<file path="config.mk">
export PLATFORM = sky130hd
export DESIGN_NAME = output_drain_ctrl
export DESIGN_NICKNAME = d
export VERILOG_FILES = /design/src/rtl/output_drain_ctrl.sv
export SDC_FILE = /design/constraint.sdc
export NUM_CORES = 1
export LEC_CHECK = 0
export BUFFER_PORTS_ARGS = -buffer_cell sky130_fd_sc_hd__buf_4
export CAP_MARGIN = 40
export CELL_PAD_IN_SITES_DETAIL_PLACEMENT = 1
export CELL_PAD_IN_SITES_GLOBAL_PLACEMENT = 2
export CORE_MARGIN = 1.5
export CORE_UTILIZATION = 32
export DETAILED_ROUTE_END_ITERATION = 12
export PLACE_DENSITY_LB_ADDON = 0.25
export SYNTH_ARGS = -nofsm -noshare
export SYNTH_HDL_FRONTEND = slang
export SYNTH_SLANG_ARGS = --single-unit
</file>
<file path="constraint.sdc">
create_clock -name clk -period 2.07 [get_ports clk]
set_clock_uncertainty 0.05 [all_clocks]
set_input_delay 0.621 -clock clk [delete_from_list [all_inputs] [get_ports clk]]
set_output_delay 0.621 -clock clk [all_outputs]
set_load 0.05 [all_outputs]
</file>
<file path="src/rtl/output_drain_ctrl.sv">
// output_drain_ctrl: captures LANES results per handshake and stores them one word per cycle into a 2^ADDR_W buffer
// Ports: res_valid/res_data/res_ready = result vector handshake; send_active stalls stores;
// ptr_clr clears wr_ptr and count while idle; st_data/st_addr/st_en = buffer store port;
// count/full = occupancy; done = one-cycle pulse after the last lane is stored.
// Optional macro DRAIN_RELU_EN: zero negative (two's-complement) words on the way out.
module output_drain_ctrl #(
  parameter int LANES  = 4,
  parameter int DATA_W = 32,
  parameter int ADDR_W = 4
) (
  input  logic                    clk,
  input  logic                    rst,
  input  logic                    res_valid,
  input  logic [LANES*DATA_W-1:0] res_data,
  output logic                    res_ready,
  input  logic                    send_active,
  input  logic                    ptr_clr,
  output logic [DATA_W-1:0]       st_data,
  output logic [ADDR_W-1:0]       st_addr,
  output logic                    st_en,
  output logic [ADDR_W:0]         count,
  output logic                    full,
  output logic                    done
);
  localparam int DEPTH  = 1 << ADDR_W;
  localparam int LIDX_W = LANES > 1 ? $clog2(LANES) : 1;
  typedef enum logic {IDLE, DRAIN} state_t;
  state_t                  state_q, state_d;
  logic [LIDX_W-1:0]       lane_idx_q, lane_idx_d;
  logic [ADDR_W-1:0]       wr_ptr_q, wr_ptr_d;
  logic [ADDR_W:0]         count_q, count_d;
  logic                    done_q, done_d;
  logic [LANES*DATA_W-1:0] shadow_q, shadow_d;
  logic [DATA_W-1:0]       lane;
  logic                    last;
  always_comb begin
    lane      = shadow_q[lane_idx_q*DATA_W +: DATA_W];
    last      = lane_idx_q == LIDX_W'(LANES-1);
    // room for a whole vector is required so count can never pass DEPTH
    res_ready = state_q == IDLE && !ptr_clr && count_q <= (ADDR_W+1)'(DEPTH-LANES);
    st_en     = state_q == DRAIN && !send_active;
    st_addr   = wr_ptr_q;
`ifdef DRAIN_RELU_EN
    st_data   = lane[DATA_W-1] ? '0 : lane;
`else
    st_data   = lane;
`endif
    count     = count_q;
    full      = count_q == (ADDR_W+1)'(DEPTH);
    done      = done_q;
  end
  always_comb begin
    state_d    = state_q;
    lane_idx_d = lane_idx_q;
    wr_ptr_d   = wr_ptr_q;
    count_d    = count_q;
    shadow_d   = shadow_q;
    done_d     = 1'b0;
    if (state_q == IDLE) begin
      wr_ptr_d = ptr_clr ? '0 : wr_ptr_q;
      count_d  = ptr_clr ? '0 : count_q;
      if (res_valid && res_ready) begin
        shadow_d   = res_data;
        lane_idx_d = '0;
        state_d    = DRAIN;
      end
    end else if (st_en) begin
      wr_ptr_d   = wr_ptr_q + 1'b1;
      count_d    = count_q + 1'b1;
      lane_idx_d = last ? '0 : lane_idx_q + 1'b1;
      state_d    = last ? IDLE : DRAIN;
      done_d     = last;
    end
  end
  always_ff @(posedge clk) begin
    if (rst) begin
      state_q    <= IDLE;
      lane_idx_q <= '0;
      wr_ptr_q   <= '0;
      count_q    <= '0;
      done_q     <= 1'b0;
      shadow_q   <= '0;
    end else begin
      state_q    <= state_d;
      lane_idx_q <= lane_idx_d;
      wr_ptr_q   <= wr_ptr_d;
      count_q    <= count_d;
      done_q     <= done_d;
      shadow_q   <= shadow_d;
    end
  end
endmodule

</file>
==> results of run 1 <==
## state kept, by name, indices dropped and copies added (netlist names)
name,flops
lane_idx_q,2
state_q,1
st_addr,4
count,5
done,1
shadow_q,128
## stage by stage
stage          hold WS (ns)  utilization [%]  instances  area (um2)  setup TNS, ns
3_5_place_dp         0.3977            40.90       1085        8275              0
6_report             0.4065            45.80       1131        9268         -8.947
3_3_place_gp         0.3886            40.90       1085        8275              0
2_1_floorplan        0.3815                -        665        6646       -0.08085
4_1_cts              0.3899            45.00       1119        9106         -10.28
5_1_grt              0.3975            45.80       1131        9268         -11.51
## where the power goes
group	leakage (nW)	switching [mW]	total [mW]	internal (mW)
logic	2.37	0.528	1.08	0.547
registers	1.15	0.0770	2.93	2.85
clock network	0.316	1.15	3.39	2.24
total	3.84	1.75	7.39	5.64
## critical path, stage by stage (launching register included)
cell and delay [ns]:
dfxtp_4 0.37, buf_12 0.20, mux4_2 0.55, buf_6 0.17
## kinds of logic (layout without fill, tap and decap cells)
kind of cell,count (synthesis),count (layout)
buffers and inverters,57,253
muxes,162,162
DFF,141,141
AOI/OAI and AO/OA,15,15
adders and majority gates,4,4
and+or+nand+nor,285,285
xor gates and xnor gates,1,1
## timing repair
item | CTS | global route
pin swaps | 3 | 2
gates resized for setup | 44 | 3
setup buffers | 4 | 9
endpoints found under the setup margin | 35 | 47
cloned | 0 | 3
## cells in the mapped netlist, types with 2 or more instances
cell        n  area, um2
a211oi_1    3      22.52
a21oi_1     5      25.02
buf_12     13      260.3
buf_2       7      35.03
clkbuf_1   31      116.4
dfxtp_1   141       2823
ha_1        4      50.05
inv_1       3      11.26
mux2_2      2      22.52
mux2i_1   128       1281
mux4_2     32      720.7
nand2_1   258      968.4
nand4_1     2      12.51
nor2_1      6      22.52
nor3_1      3      15.01
nor3b_1     2      15.01
nor4_1      2      12.51
o21ai_0     4      20.02
## area by class of cell
type | count | area (um2) | share of cell area (%)
multi-input combinational | 467 | 3371 | 36.37
sequential | 141 | 2838 | 30.62
timing repair buffer | 218 | 2048 | 22.10
clock buffer | 18 | 429.2 | 4.631
tap | 270 | 337.8 | 3.645
clock inverter | 12 | 220.2 | 2.376
inverter | 5 | 23.77 | 0.2565
## metal layers
layer  share of wire [%]  vias to the layer above
met5                   0                        -
met4                0.86                        0
met3                 5.7                       10
met2                  50                      101
met1                  44                     2591
li1                    -                     2618
## path summary, 6_finish.rpt
path | slack [ns] | end | depth (start not counted)
max reg2reg | 0.10 | shadow_q[34] | 8
max | -0.30 | st_data[19] | 3
min | 0.41 | shadow_q[100] | 2
min reg2reg | 0.41 | shadow_q[100] | 2
==> flow_summary.yaml, run 1 <==
synthesis:
  yosysWarnings: 0
  synth_xor_area_share_pct: 0.1328
  seq_area_frac_synth_pct: 42.80
  synth-main-ff-cell: "dfxtp_1"
  synthArstFlopShare_pct: 0
  postSynthAreaPerCell_um2: 9.917
  post_synth_num_cell_types: 37
  syn_inst: 665
  syn-cell-area_mm2: 0.006595
  synth-simple-area-share_pct: 17.42
  syn-num-nets: 802
  synthMuxAreaShare_pct: 30.70
  synth_edf_count: 0
  synth_compound_area_share_pct: 1.442
  synth_top_family_by_area: "multiplexers"
  synthAdderAreaFrac_pct: 0.7589
  synth-seq-cells: 141
timing:
  setup_violations: 33
  slew_violations: 0
  final.setup.worst_slack_ns: -0.3005
  hold_viol_final: 0
  max_freq_ghz: 0.4219
  slew_headroom_pct: 82.54
  finalCritPeriodShare_pct: 114.5
  rsz0062_at_grt: "yes"
  min_period_ns: 2.370
  tightest_slew_ns: 0.2616
global_route:
  use_met1_pct: 19.98
  gr-total-overflow: 0
  grt_pass1_wl_um: 29310
  grt_use_total_pct: 17.04
  grt_max_degree: 52
  met2_usage_pct: 29.57
  grt_pass1_vias: 5708
  gr-usage-met3_pct: 5.938
  antenna_found_initial: 0
  grt.busiest_layer: "met2"
run_status:
  failed_checks: "setup timing"
  outcome: "finished, violations left"
cts:
  cts.sinks: 141
  clkTransAtPathRegs_ns: 0.06
  htreeDepth: 4
  cts_buffers: 17
  cts_buffer_depth: 2
  cts_tree: "done"
  cts_hold_buf: 0
  clk_latency_ns: 0.41
  cts_root_buffer: "clkbuf_16"
critical_path:
  crit_arrival_ns: 1.70
  endpoint_kind: "output port"
  startpoint_type: "flip-flop"
  crit_required_ns: 1.40
  cp_max_fo: 18
  timing.rr.start: "count[0]"
  path_class: "flip-flop to output port"
  cp-startpoint: "lane_idx_q[0]"
routing:
  dr.pass1.iters: 4
  via_per_inst: 4.704
  drc: 0
  vias: 5320
  drtIter0Drc: 126
  wl_per_cell_um: 16.23
  ant_nets: 0
  routed_wirelength_um: 18360
floorplan:
  start_util_pct: 32.59
  die_area_mm2: 0.02148
  core_area_mm2: 0.02023
  die_y_um: 146.6
  die_x_um: 146.6
  pin_count: 178
  rows: 52
run:
  maxCapViolations: 0
placement:
  pre_cts_ws_ns: 0.06174
  place.gp.congestion: 0.7415
  portBuffers: 177
  dp_hpwl_um: 12960
cells_and_area:
  fill_cells: 2234
  syn_to_final_growth_pct: 40.52
  layout_commonest_cell: "nand2_1"
  layout_common_cells: "nand2_1, buf_4, dfxtp_1, mux2i_1, buf_6"
  antenna_cells: 0
  drive_gt1_share_pct: 34.49
  final_nets: 987
pwr:
  power_density_mw_per_mm2: 797.5
  leakage_nw: 3.842
  peakVddDrop_v: 0.0004997
  power_mw: 7.391
min_path:
  min_path_type: "flip-flop to flip-flop"
  min-delay-start: "shadow_q[100]"
(Power assumes the default switching activity.)
==> inputs of run 2 (changes only) <==
--- a/config.mk
+++ b/config.mk
@@ -10,7 +10,7 @@
 export CELL_PAD_IN_SITES_DETAIL_PLACEMENT = 1
 export CELL_PAD_IN_SITES_GLOBAL_PLACEMENT = 2
 export CORE_MARGIN = 1.5
-export CORE_UTILIZATION = 32
+export CORE_UTILIZATION = 34
 export DETAILED_ROUTE_END_ITERATION = 12
 export PLACE_DENSITY_LB_ADDON = 0.25
 export SYNTH_ARGS = -nofsm -noshare
==> constraint.sdc (replaced) <==
create_clock -name clk -period 2.86 [get_ports clk]
set_clock_uncertainty 0.05 [all_clocks]
set_input_delay 0.858 -clock clk [delete_from_list [all_inputs] [get_ports clk]]
set_output_delay 0.858 -clock clk [all_outputs]
set_load 0.05 [all_outputs]
==> run 2 against run 1 <==
The flow now finishes without violations; via count fell by 1.5%; flip-flop and latch count unchanged; count of clock-buffer cells in the layout rose by 1; non-clock buffer count is 25 lower; utilization up 0.67 points; combinational power down 35%; design area fell by 5.3%; register-to-register slack improved by 0.76 ns; hold slack lost 0.0013 ns; critical path type unchanged.
==> flow_summary.yaml, run 2 (synthesis gave the netlist of run 1 again) <==
pwr:
  p_int_mw: 4.065
  p_sw_mw: 1.290
  leakage_nw: 3.646
  pwr-share-comb_pct: 13.1
  power_density_mw_per_mm2: 610.0
  seqPwrFrac_pct: 39.5
  clockPowerShare_pct: 47.4
  peakVddDrop_v: 0.0003392
  switching_share_pct: 24.09
cts:
  post_cts_resized: 0
  cts_buffers: 17
  clk_latency_ns: 0.42
  cts_tree: "done"
  cts.sinks: 141
  cts_hold_buf: 0
  cts_root_buffer: "clkbuf_16"
  cts_buffer_depth: 2
  htreeDepth: 4
  cts_setup_buffers: 0
  clkTransAtPathRegs_ns: 0.06
floorplan:
  start_util_pct: 34.91
  die_area_mm2: 0.02024
  pin_count: 178
  die_y_um: 142.3
  core_area_mm2: 0.01889
  die_x_um: 142.3
  rows: 50
placement:
  portBuffers: 177
  dp_hpwl_um: 12520
  place.gp.congestion: 0.7976
  placed_cells: 1066
critical_path:
  startpoint_type: "flip-flop"
  crit_arrival_ns: 1.80
  path_class: "flip-flop to output port"
  endpoint_kind: "output port"
  crit_required_ns: 1.95
  cp_max_fo: 11
  reg2reg_slack_ns: 0.86
global_route:
  gr-total-overflow: 0
  grt_pass1_wl_um: 28830
  grt_pass1_vias: 5751
  antenna_found_initial: 0
  grt_max_degree: 62
  grt_use_total_pct: 18.34
routing:
  routed_wirelength_um: 17700
  dr.pass1.iters: 4
  drtIter0Drc: 146
  via_per_inst: 4.771
  ant_nets: 0
  vias: 5239
  drc: 0
  wl_per_cell_um: 16.12
min_path:
  min_path_type: "flip-flop to flip-flop"
run:
  maxCapViolations: 0
cells_and_area:
  fill_cells: 2171
  final_nets: 962
  layout_commonest_cell: "nand2_1"
  layout_common_cells: "nand2_1, buf_4, dfxtp_1, mux2i_1, mux4_2"
  antenna_cells: 0
  largest_register_ffs: 128
  regMostFlops: "shadow_q"
  fin_util_pct: 46.47
  instances_no_fill: 1098
  regArea_mm2: 0.002825
  drive_gt1_share_pct: 31.74
  syn_to_final_growth_pct: 33.12
  multi_input_area_mm2: 0.003339
timing:
  slew_violations: 0
  max_freq_ghz: 0.3698
  min_period_ns: 2.704
  tightest_slew_ns: 0.4818
  slew_headroom_pct: 67.88
  rsz0062_at_grt: "no"
  setup_tns_ns: 0
  setup_violations: 0
  hold_viol_final: 0
  finalCritPeriodShare_pct: 94.56
run_status:
  outcome: "completed"
==> run 2: cell count changes in the layout (fill, tap and decap cells not counted), moves of 3 or more <==
cell / change
dfxtp_4: -3
buf_12: -4
buf_6: -35
dfxtp_1: +4
buf_4: +19
clkbuf_16: -3
==> run 2: power by group through the flow <==
| stage | Sequential [mW] | Combinational [mW] | Clock [mW] |
|---|---|---|---|
| 2_1_floorplan | 2.14 | 0.464 | 0 |
| 3_3_place_gp | 2.15 | 0.691 | 0 |
| 3_5_place_dp | 2.16 | 0.709 | 0 |
| 4_1_cts | 2.12 | 0.713 | 2.62 |
| 5_1_grt | 2.13 | 0.759 | 2.69 |
| 6_report | 2.12 | 0.700 | 2.54 |
==> run 2: through the flow <==
stage / setup slack [ns] / power, mW / instance area [um2] / hold WS, ns
after floorplan: 0.1500 / 2.609 / 6608 / 0.3815
after global placement: 0.4196 / 2.843 / 8100 / 0.3886
after detailed placement: 0.3416 / 2.868 / 8100 / 0.3984
after CTS: 0.1059 / 5.448 / 8780 / 0.4091
after global routing: 0.06886 / 5.581 / 8780 / 0.4198
final: 0.1557 / 5.355 / 8780 / 0.4052
==> run 2: layout make-up <==
type                       count  share of cell area [%]
clock buffer                  19                   5.045
multi-input combinational    467                   38.04
clock inverter                13                   2.693
tap                          260                   3.705
timing repair buffer         193                   18.07
sequential                   141                   32.18
inverter                       5                  0.2708
==> run 2: path summary, 6_finish.rpt <==
| path | end | depth (start not counted) | startpoint |
|---|---|---|---|
| max | st_data[18] | 3 | lane_idx_q[0] |
| min | shadow_q[118] | 2 | shadow_q[118] |
| max reg2reg | shadow_q[91] | 7 | count[0] |
| min reg2reg | shadow_q[118] | 2 | shadow_q[118] |
==> run 2: critical path, cell delays in order, from the launching register on <==
cell and delay (ns):
dfxtp_2 0.35, buf_4 0.26, mux4_2 0.55, buf_4 0.21
==> run 2: layer usage <==
metal | vias up | part of all wire (%) | track usage (%) | wire (um)
met5 | - | 0 | 0 | 0
met4 | 0 | 1.2 | 5.697 | 206
met3 | 13 | 5.4 | 5.619 | 952
met2 | 107 | 52 | 32.97 | 9156
met1 | 2542 | 42 | 20.76 | 7380
li1 | 2577 | - | - | -
